$ cat config.mk
export PLATFORM = sky130hd
export DESIGN_NAME = plic_priority_scan
export DESIGN_NICKNAME = d
export VERILOG_FILES = /design/src/rtl/plic_priority_scan.sv
export SDC_FILE = /design/constraint.sdc
export NUM_CORES = 1
export LEC_CHECK = 0
export ABC_AREA = 1
export CORE_MARGIN = 4
export CORE_UTILIZATION = 50
export DETAILED_ROUTE_END_ITERATION = 16
export PLACE_DENSITY = 0.77
export SLEW_MARGIN = 20
export SYNTH_ARGS = -nofsm -noshare
export SYNTH_HDL_FRONTEND = slang
export SYNTH_SLANG_ARGS = --single-unit
$ cat constraint.sdc
create_clock -name clk_i -period 6.38 [get_ports clk_i]
set_clock_uncertainty 0.2 [all_clocks]
set_input_delay 1.276 -clock clk_i [delete_from_list [all_inputs] [get_ports clk_i]]
set_output_delay 1.276 -clock clk_i [all_outputs]
set_load 0.005 [all_outputs]
$ cat src/rtl/plic_priority_scan.sv
// Sequential PLIC priority scan: finds the highest-priority pending source, LANES sources per clock.
// Optional PLIC_SCAN_RESTART_EN: a start_i during a scan restarts it instead of being ignored.
module plic_priority_scan #(
  parameter int SOURCES       = 16,
  parameter int PRIORITIES    = 7,
  parameter int LANES         = 4,
  parameter int SOURCES_BITS  = $clog2(SOURCES + 1),
  parameter int PRIORITY_BITS = $clog2(PRIORITIES)
) (
  input  logic                                   clk_i,
  input  logic                                   rst_i,
  input  logic                                   start_i,
  input  logic [SOURCES-1:0][PRIORITY_BITS-1:0]  priority_i,
  input  logic [PRIORITY_BITS-1:0]               threshold_i,
  output logic                                   busy_o,
  output logic                                   valid_o,
  output logic [PRIORITY_BITS-1:0]               priority_o,
  output logic [SOURCES_BITS-1:0]                id_o,
  output logic                                   ireq_o
);

  localparam int NBEATS    = (SOURCES + LANES - 1) / LANES;
  localparam int BEAT_BITS = (NBEATS > 1) ? $clog2(NBEATS) : 1;
  localparam int PADDED    = NBEATS * LANES;

  typedef enum logic [1:0] {IDLE, SCAN, DONE} state_e;

  state_e                                 state_q, state_d;
  logic [BEAT_BITS-1:0]                   beat_q, beat_d;
  logic [SOURCES-1:0][PRIORITY_BITS-1:0]  snap_q, snap_d;
  logic [PRIORITY_BITS-1:0]               thr_q, thr_d;
  logic [PRIORITY_BITS-1:0]               max_prio_q, max_prio_d;
  logic [SOURCES_BITS-1:0]                max_id_q, max_id_d;
  logic                                   busy_q, busy_d;
  logic                                   valid_q, valid_d;
  logic [PRIORITY_BITS-1:0]               prio_q, prio_d;
  logic [SOURCES_BITS-1:0]                id_q, id_d;
  logic                                   ireq_q, ireq_d;

  logic [NBEATS-1:0][LANES-1:0][PRIORITY_BITS-1:0] rows;
  logic [LANES-1:0][PRIORITY_BITS-1:0]             lane_prio;
  logic [PRIORITY_BITS-1:0]                        scan_prio;
  logic [SOURCES_BITS-1:0]                         scan_id;
  logic                                            start_ok;

  // Snapshot laid out as beats of LANES entries; slots past the last source read as priority 0.
  generate
    for (genvar gi = 0; gi < PADDED; gi++) begin : g_pad
      if (gi < SOURCES) begin : g_src
        assign rows[gi / LANES][gi % LANES] = snap_q[gi];
      end else begin : g_zero
        assign rows[gi / LANES][gi % LANES] = '0;
      end
    end
  endgenerate

  assign lane_prio = rows[beat_q];

  // Lanes visited in ascending ID with a strict compare, so ties keep the lowest ID
  // and a priority-0 source can never displace the cleared running max.
  always_comb begin
    scan_prio = max_prio_q;
    scan_id   = max_id_q;
    for (int l = 0; l < LANES; l++) begin
      if (lane_prio[l] > scan_prio) begin
        scan_prio = lane_prio[l];
        scan_id   = SOURCES_BITS'(int'(beat_q) * LANES + l + 1);
      end
    end
  end

`ifdef PLIC_SCAN_RESTART_EN
  assign start_ok = start_i;
`else
  assign start_ok = start_i && (state_q != SCAN);
`endif

  always_comb begin
    state_d    = state_q;
    beat_d     = beat_q;
    snap_d     = snap_q;
    thr_d      = thr_q;
    max_prio_d = max_prio_q;
    max_id_d   = max_id_q;
    valid_d    = 1'b0;
    prio_d     = prio_q;
    id_d       = id_q;
    ireq_d     = ireq_q;

    case (state_q)
      IDLE: ;
      SCAN: begin
        max_prio_d = scan_prio;
        max_id_d   = scan_id;
        beat_d     = beat_q + 1'b1;
        if (beat_q == BEAT_BITS'(NBEATS - 1)) begin
          state_d = DONE;
          beat_d  = '0;
          valid_d = 1'b1;
          prio_d  = scan_prio;
          id_d    = scan_id;
          ireq_d  = (scan_prio > thr_q);
        end
      end
      DONE:    state_d = IDLE;
      default: state_d = IDLE;
    endcase

    // An accepted start overrides everything, including a result that would land this cycle.
    if (start_ok) begin
      state_d    = SCAN;
      beat_d     = '0;
      snap_d     = priority_i;
      thr_d      = threshold_i;
      max_prio_d = '0;
      max_id_d   = '0;
      valid_d    = 1'b0;
      prio_d     = prio_q;
      id_d       = id_q;
      ireq_d     = ireq_q;
    end

    busy_d = (state_d == SCAN);
  end

  always_ff @(posedge clk_i) begin
    if (rst_i) begin
      state_q    <= IDLE;
      beat_q     <= '0;
      snap_q     <= '0;
      thr_q      <= '0;
      max_prio_q <= '0;
      max_id_q   <= '0;
      busy_q     <= 1'b0;
      valid_q    <= 1'b0;
      prio_q     <= '0;
      id_q       <= '0;
      ireq_q     <= 1'b0;
    end else begin
      state_q    <= state_d;
      beat_q     <= beat_d;
      snap_q     <= snap_d;
      thr_q      <= thr_d;
      max_prio_q <= max_prio_d;
      max_id_q   <= max_id_d;
      busy_q     <= busy_d;
      valid_q    <= valid_d;
      prio_q     <= prio_d;
      id_q       <= id_d;
      ireq_q     <= ireq_d;
    end
  end

  assign busy_o     = busy_q;
  assign valid_o    = valid_q;
  assign priority_o = prio_q;
  assign id_o       = id_q;
  assign ireq_o     = ireq_q;

endmodule

; Word level (Yosys, flattened, before mapping)
; Cells that the tools add are included.
[word_totals]
regBits = 74
in_bits = 54
[classes]
n_addsub = 7
magnitude_cmp = 6
eq_ne = 4
n_mux = 15
bitwise_logic = 2
reduce_logical = 5
[op_table]
columns = op, count
row1 = 12-bit binary-select mux with 2-bit select, 1
row2 = 5-bit two-way mux, 4
row3 = "5-bit by 1-bit adder with 5-bit output, second input constant", 3
row4 = 3-bit > comparator, 5
row5 = 12-bit two-way mux, 1
row6 = 3-bit two-way mux, 4
row7 = "4-bit by 2-bit adder with 5-bit output, second input constant", 2
row8 = 2-bit two-way mux, 3
row9 = "4-bit by 1-bit adder with 5-bit output, second input constant", 1
row10 = "2-bit by 1-bit equality test with 1-bit output, second input constant", 2
row11 = 2-bit case mux with 2 select lines, 1
row12 = "2-bit by 3-bit < comparator with 1-bit output, second input constant", 1
row13 = 3-bit AND reduction, 1
row14 = 3-bit OR reduction, 1
row15 = "2-bit by 1-bit adder with 2-bit output, second input constant", 1
row16 = "2-bit equality test, second input constant", 1
row17 = 2-bit logical NOT, 1
row18 = "2-bit by 1-bit != test with 1-bit output, second input constant", 1
row19 = 1-bit NOT, 2
row20 = 2-bit OR reduction, 1
row21 = 1-bit logical AND, 1
row22 = 1-bit two-way mux, 1

; Longest topological paths before layout
[depth]
ltp_word = 11
depth_mapped = 43
mapped_depth_nobuf = 41

; Worst setup path after synthesis
; OpenSTA, ideal clock, no wires.
[synth_timing]
path_type = flip-flop to flip-flop
from = register beat_q[0]
to = register ireq_q, in the netlist ireq_o
setup_time_ns = 0.117
arrival_ns = 4.642
required_time_ns = 6.063
slack_ns = 1.421
stages_incl_launch_ff = 41
path_buffers = 2
synth_period_minus_slack_ns = 4.959
cell_sequence = dfxtp_1 > buf_6 > inv_6 > buf_12 > nand2_2 > nand3_2 > nand2_2 > inv_1 > ha_1 > nand2_1 > nor2_1 > nor2_1 > nor2_1 > nand2_1 > nand2_1 > inv_1 > ha_1 > inv_1 > [... 5 more ...] > ha_1 > nand3b_1 > nand2_1 > nand2_2 > inv_1 > nand2_1 > nand2_1 > ha_1 > nand2_1 > o21ai_1 > nand2_4 > inv_1 > nand2_1 > and2_1 > ha_1 > nand3_1 > a21oi_1 > nor2_1
[synth_between]
elab_chain_len = 11
[synth_lines]
columns = element, line
row1 = "start, declared", 29  ; logic [BEAT_BITS-1:0] beat_q, beat_d;
row2 = "start signal, assigned", 141  ; beat_q <= beat_d;
row3 = 12-bit binary-select mux with 2-bit select, 57  ; assign lane_prio = rows[beat_q];
row4 = 12-bit two-way mux (implied by the code), 57
row5 = 3-bit > comparator, 65  ; if (lane_prio[l] > scan_prio) begin
row6 = 3-bit two-way mux, 65
row7 = 3-bit > comparator, 65
row8 = 3-bit two-way mux, 65
row9 = 3-bit > comparator, 65
row10 = 3-bit two-way mux, 65
row11 = 3-bit > comparator, 65
row12 = 3-bit two-way mux, 65
row13 = 3-bit > comparator, 102  ; ireq_d = (scan_prio > thr_q);
row14 = "end signal, assigned", 150  ; ireq_q <= ireq_d;
row15 = "end, declared", 38  ; logic ireq_q, ireq_d;
; Several ways; a longest one is shown, not always the timed one. The select of a mux whose other input is x is not followed.
; A chain may end at the register's enable or synchronous reset.

; Worst setup path after layout
; Ends and elaborated chain as after synthesis.

==> impl_metrics.xml <==
<?xml version="1.0" encoding="UTF-8"?>
<metrics>
  <group name="outcome">
    <metric name="outcome" unit="">complete, no violations</metric>
  </group>
  <group name="sta">
    <metric name="period_needed" unit="ns">5.593</metric>
    <metric name="hold_viol" unit="">0</metric>
    <metric name="final-max-slew-violation-count" unit="">0</metric>
    <metric name="fmax" unit="MHz">178.8</metric>
    <metric name="setup_viol" unit="">0</metric>
    <metric name="setup_total_negative_slack" unit="ns">0</metric>
    <metric name="slew_headroom" unit="%">51.05</metric>
    <metric name="tightestPinTransition" unit="ns">0.7332</metric>
    <metric name="timing.final.crit_share" unit="%">87.66</metric>
    <metric name="worst_slack" unit="ns">0.7870</metric>
    <metric name="rsz_0062_raised_after_global_routing" unit="">false</metric>
  </group>
  <group name="floorplanning">
    <metric name="die_height" unit="um">94.76</metric>
    <metric name="initial_standard_cell_utilization_of_the_core" unit="%">51.61</metric>
    <metric name="core_region_area" unit="sq um">7292</metric>
    <metric name="num_io_pins" unit="">65</metric>
    <metric name="die-area" unit="sq um">8979</metric>
    <metric name="rows" unit="">31</metric>
    <metric name="die_x" unit="um">94.76</metric>
  </group>
  <group name="setup_path">
    <metric name="cpPeakStageDelay" unit="ns">0.48</metric>
    <metric name="critical-path-slowest-cell" unit="">dfxtp_1</metric>
    <metric name="worst-endpoint-arrival" unit="ns">5.65</metric>
    <metric name="setup.worst_path.start_class" unit="">register</metric>
    <metric name="setup.worst_path.end_class" unit="">register</metric>
    <metric name="most_numerous_cell_on_the_critical_path" unit="">nand2_1</metric>
    <metric name="worstPathMaxFanout" unit="">23</metric>
    <metric name="required" unit="ns">6.44</metric>
    <metric name="criticalPathCategory" unit="">register to register</metric>
  </group>
  <group name="synth">
    <metric name="yosysMostFrequentCell" unit="">nor2_1</metric>
    <metric name="synthFlopType" unit="">dfxtp_1</metric>
    <metric name="yosysSeqAreaShare" unit="%">39.36</metric>
    <metric name="synthArstFlopShare" unit="%">0</metric>
    <metric name="syn-num-nets" unit="">601</metric>
    <metric name="ys_top_cells_by_count" unit="">nor2_1, nand2_1, dfxtp_1</metric>
    <metric name="count_of_flip_flops_with_a_built_in_enable_after_synthesis" unit="">0</metric>
    <metric name="synthesis.instances" unit="">531</metric>
    <metric name="synth.avg_cell_area" unit="sq um">7.088</metric>
    <metric name="netlist_area" unit="sq um">3764</metric>
    <metric name="synth_warnings" unit="">0</metric>
    <metric name="synthDistinctLibCells" unit="">33</metric>
    <metric name="synth_top_cell_by_area" unit="">dfxtp_1</metric>
    <metric name="netlist.area_leader.share" unit="%">39.36</metric>
    <metric name="synth-seq-cells" unit="">74</metric>
    <metric name="synth.top_cells.by_area" unit="">dfxtp_1, nor2_1, nand2_1</metric>
  </group>
  <group name="clock_network">
    <metric name="hold_buffers" unit="">0</metric>
    <metric name="maximum_number_of_buffers_from_clock_root_to_sink" unit="">2</metric>
    <metric name="cts_sinks" unit="">74</metric>
    <metric name="cts_made_buffers" unit="">9</metric>
    <metric name="cts-resized-gates" unit="">0</metric>
    <metric name="clk_root_buffer_cell" unit="">clkbuf_8</metric>
    <metric name="cts_setup_buffers" unit="">0</metric>
    <metric name="cts.clk_slew.worst_paths" unit="ns">0.09</metric>
    <metric name="ctsHtreeMaxLevel" unit="">3</metric>
    <metric name="cts_tree" unit="">built</metric>
    <metric name="clkLatencyLatePin" unit="ns">0.36</metric>
  </group>
  <group name="placement">
    <metric name="portBuffers" unit="">64</metric>
    <metric name="dpl_worst_slack" unit="ns">0.8253</metric>
    <metric name="routabilityCongestion" unit="">0.8916</metric>
    <metric name="sum_of_net_half_perimeters_after_detailed_placement" unit="mm">6.443</metric>
  </group>
  <group name="routing">
    <metric name="drt-pass1-iter-count" unit="">4</metric>
    <metric name="postRouteWirelength" unit="mm">8.646</metric>
    <metric name="drtAntennaViolNets" unit="">0</metric>
    <metric name="vias" unit="">3453</metric>
    <metric name="dr.first_iter.drc_count" unit="">213</metric>
    <metric name="drcViolationCount" unit="">0</metric>
    <metric name="detail_route.wl_per_cell" unit="um">12.55</metric>
    <metric name="via_per_inst" unit="">5.012</metric>
  </group>
  <group name="global_routing">
    <metric name="first_global_vias" unit="">3145</metric>
    <metric name="groute.usage.overall" unit="%">20.24</metric>
    <metric name="grt_pass1_wl" unit="mm">14.24</metric>
    <metric name="grt.overflow.total" unit="">0</metric>
    <metric name="initial_antenna_violation_count" unit="">0</metric>
    <metric name="grt_max_degree" unit="">62</metric>
  </group>
  <group name="finish">
    <metric name="final_net_count" unit="">655</metric>
    <metric name="antenna_cells" unit="">0</metric>
    <metric name="synthToLayoutAreaGrowth" unit="%">21.41</metric>
    <metric name="drive_above_1_share" unit="%">8.983</metric>
  </group>
  <group name="pwr">
    <metric name="netSwitchingPower" unit="W">0.0007151</metric>
    <metric name="power.density" unit="nW/um^2">364.5</metric>
    <metric name="power.switching_fraction" unit="%">42.93</metric>
    <metric name="static-leakage-power" unit="nW">2.040</metric>
    <metric name="internal_power" unit="W">0.0009506</metric>
    <metric name="worst_ir_drop_vdd" unit="mV">0.1759</metric>
    <metric name="power.clock.fraction" unit="%">20.1</metric>
    <metric name="power.sequential.fraction" unit="%">30.9</metric>
    <metric name="combPwrFrac" unit="%">49.0</metric>
  </group>
  <group name="hold_path">
    <metric name="hold_class" unit="">register to register</metric>
  </group>
  <group name="flow_run">
    <metric name="drv_cap" unit="">0</metric>
  </group>
</metrics>
## logic make-up after synthesis
group                    share of synthesized area, %
AND/OR/NAND/NOR                                 28.32
AO/OA/AOI/OAI                                   17.02
buffers and inverters                           9.973
flip-flops                                      39.36
adder cells (fa/ha/maj)                         5.319
## worst paths after layout
kind	start	to	slack (ns)	cells past startpoint
setup reg to reg	beat_q[0]$_SDFFE_PP0P_	ireq_o$_SDFFE_PP0P_	0.79	37
hold reg to reg	rows[8]$_SDFFE_PP0P_	rows[8]$_SDFFE_PP0P_	0.26	2
setup / recovery	beat_q[0]$_SDFFE_PP0P_	ireq_o$_SDFFE_PP0P_	0.79	37
hold / removal	rows[8]$_SDFFE_PP0P_	rows[8]$_SDFFE_PP0P_	0.26	2
## worst max-delay path, delay by kind of cell (launching register included)
| family | cells | cell delay, ns |
|---|---|---|
| and+or+nand+nor | 20 | 1.96 |
| DFF | 1 | 0.48 |
| adders and majority gates | 5 | 1.30 |
| AOI/OAI and AO/OA | 3 | 0.64 |
| buffers and inverters | 9 | 0.90 |
## stage by stage
stage | power, W | util [%] | area [sq um] | hold slack [ns] | cells
after detailed placement | 0.001329 | 60.21 | 4390 | 0.2512 | 673
after global routing | 0.001815 | 62.66 | 4569 | 0.3092 | 689
after floorplan | 0.001149 | - | 3764 | 0.2295 | 531
after global placement | 0.001312 | 60.21 | 4390 | 0.2442 | 673
final | 0.001666 | 62.66 | 4569 | 0.2583 | 689
after CTS | 0.001663 | 62.66 | 4569 | 0.2623 | 689
## power by group through the flow
stage	combinational, W	sequential [W]	clock (W)
after floorplan	0.000630	0.000520	0
after global placement	0.000788	0.000524	0
after detailed placement	0.000805	0.000525	0
after CTS	0.000812	0.000514	0.000337
after global routing	0.000939	0.000518	0.000357
final	0.000816	0.000514	0.000335
## cell type report
type,count,area [sq um]
clock buffer,10,137.6
timing repair buffer,68,670.6
tap,99,123.9
inverter,54,207.7
sequential,74,1481
fill,688,2723
clock inverter,6,41.29
multi-input combinational,378,1907
## sequential cells by signal, indices dropped and copies added (netlist names)
register    flops
rows           48
id_o            5
max_id_q        5
max_prio_q      3
priority_o      3
thr_q           3
beat_q          2
state_q         2
busy_o          1
ireq_o          1
valid_o         1
## cell usage in the layout (no fill, tap or decap)
cell,netlist,routed
a21oi_1,27,27
a21oi_2,1,1
a21oi_4,1,1
a31o_1,1,1
a32oi_1,1,1
and2_1,2,2
buf_4,3,4
clkbuf_8,0,10
clkdlybuf4s50_1,0,64
clkinv_2,0,2
clkinvlp_4,0,3
dfxtp_1,74,74
ha_1,16,16
inv_1,48,48
inv_2,5,5
inv_6,1,2
nand2_1,88,88
nand2_2,8,8
nand2_4,1,1
nand3_1,30,30
nand3_2,8,8
nand3b_1,3,3
nor2_1,104,104
nor2_2,3,3
o211ai_2,1,1
o21a_1,5,5
o21ai_0,64,64
o21ai_1,8,8
o21ai_2,3,3
o21bai_1,1,1
o22ai_1,1,1
o22ai_2,1,1
## per-layer routing
| metal | up-vias | track usage [%] | share of wire, % |
|---|---|---|---|
| li1 | 1816 | - | - |
| met1 | 1555 | 26.32 | 47 |
| met2 | 69 | 32.94 | 47 |
| met3 | 13 | 3.984 | 5.1 |
| met4 | 0 | 7.933 | 1.7 |
| met5 | - | 0 | 0 |
Note: power is estimated with default switching activity, not from simulation.
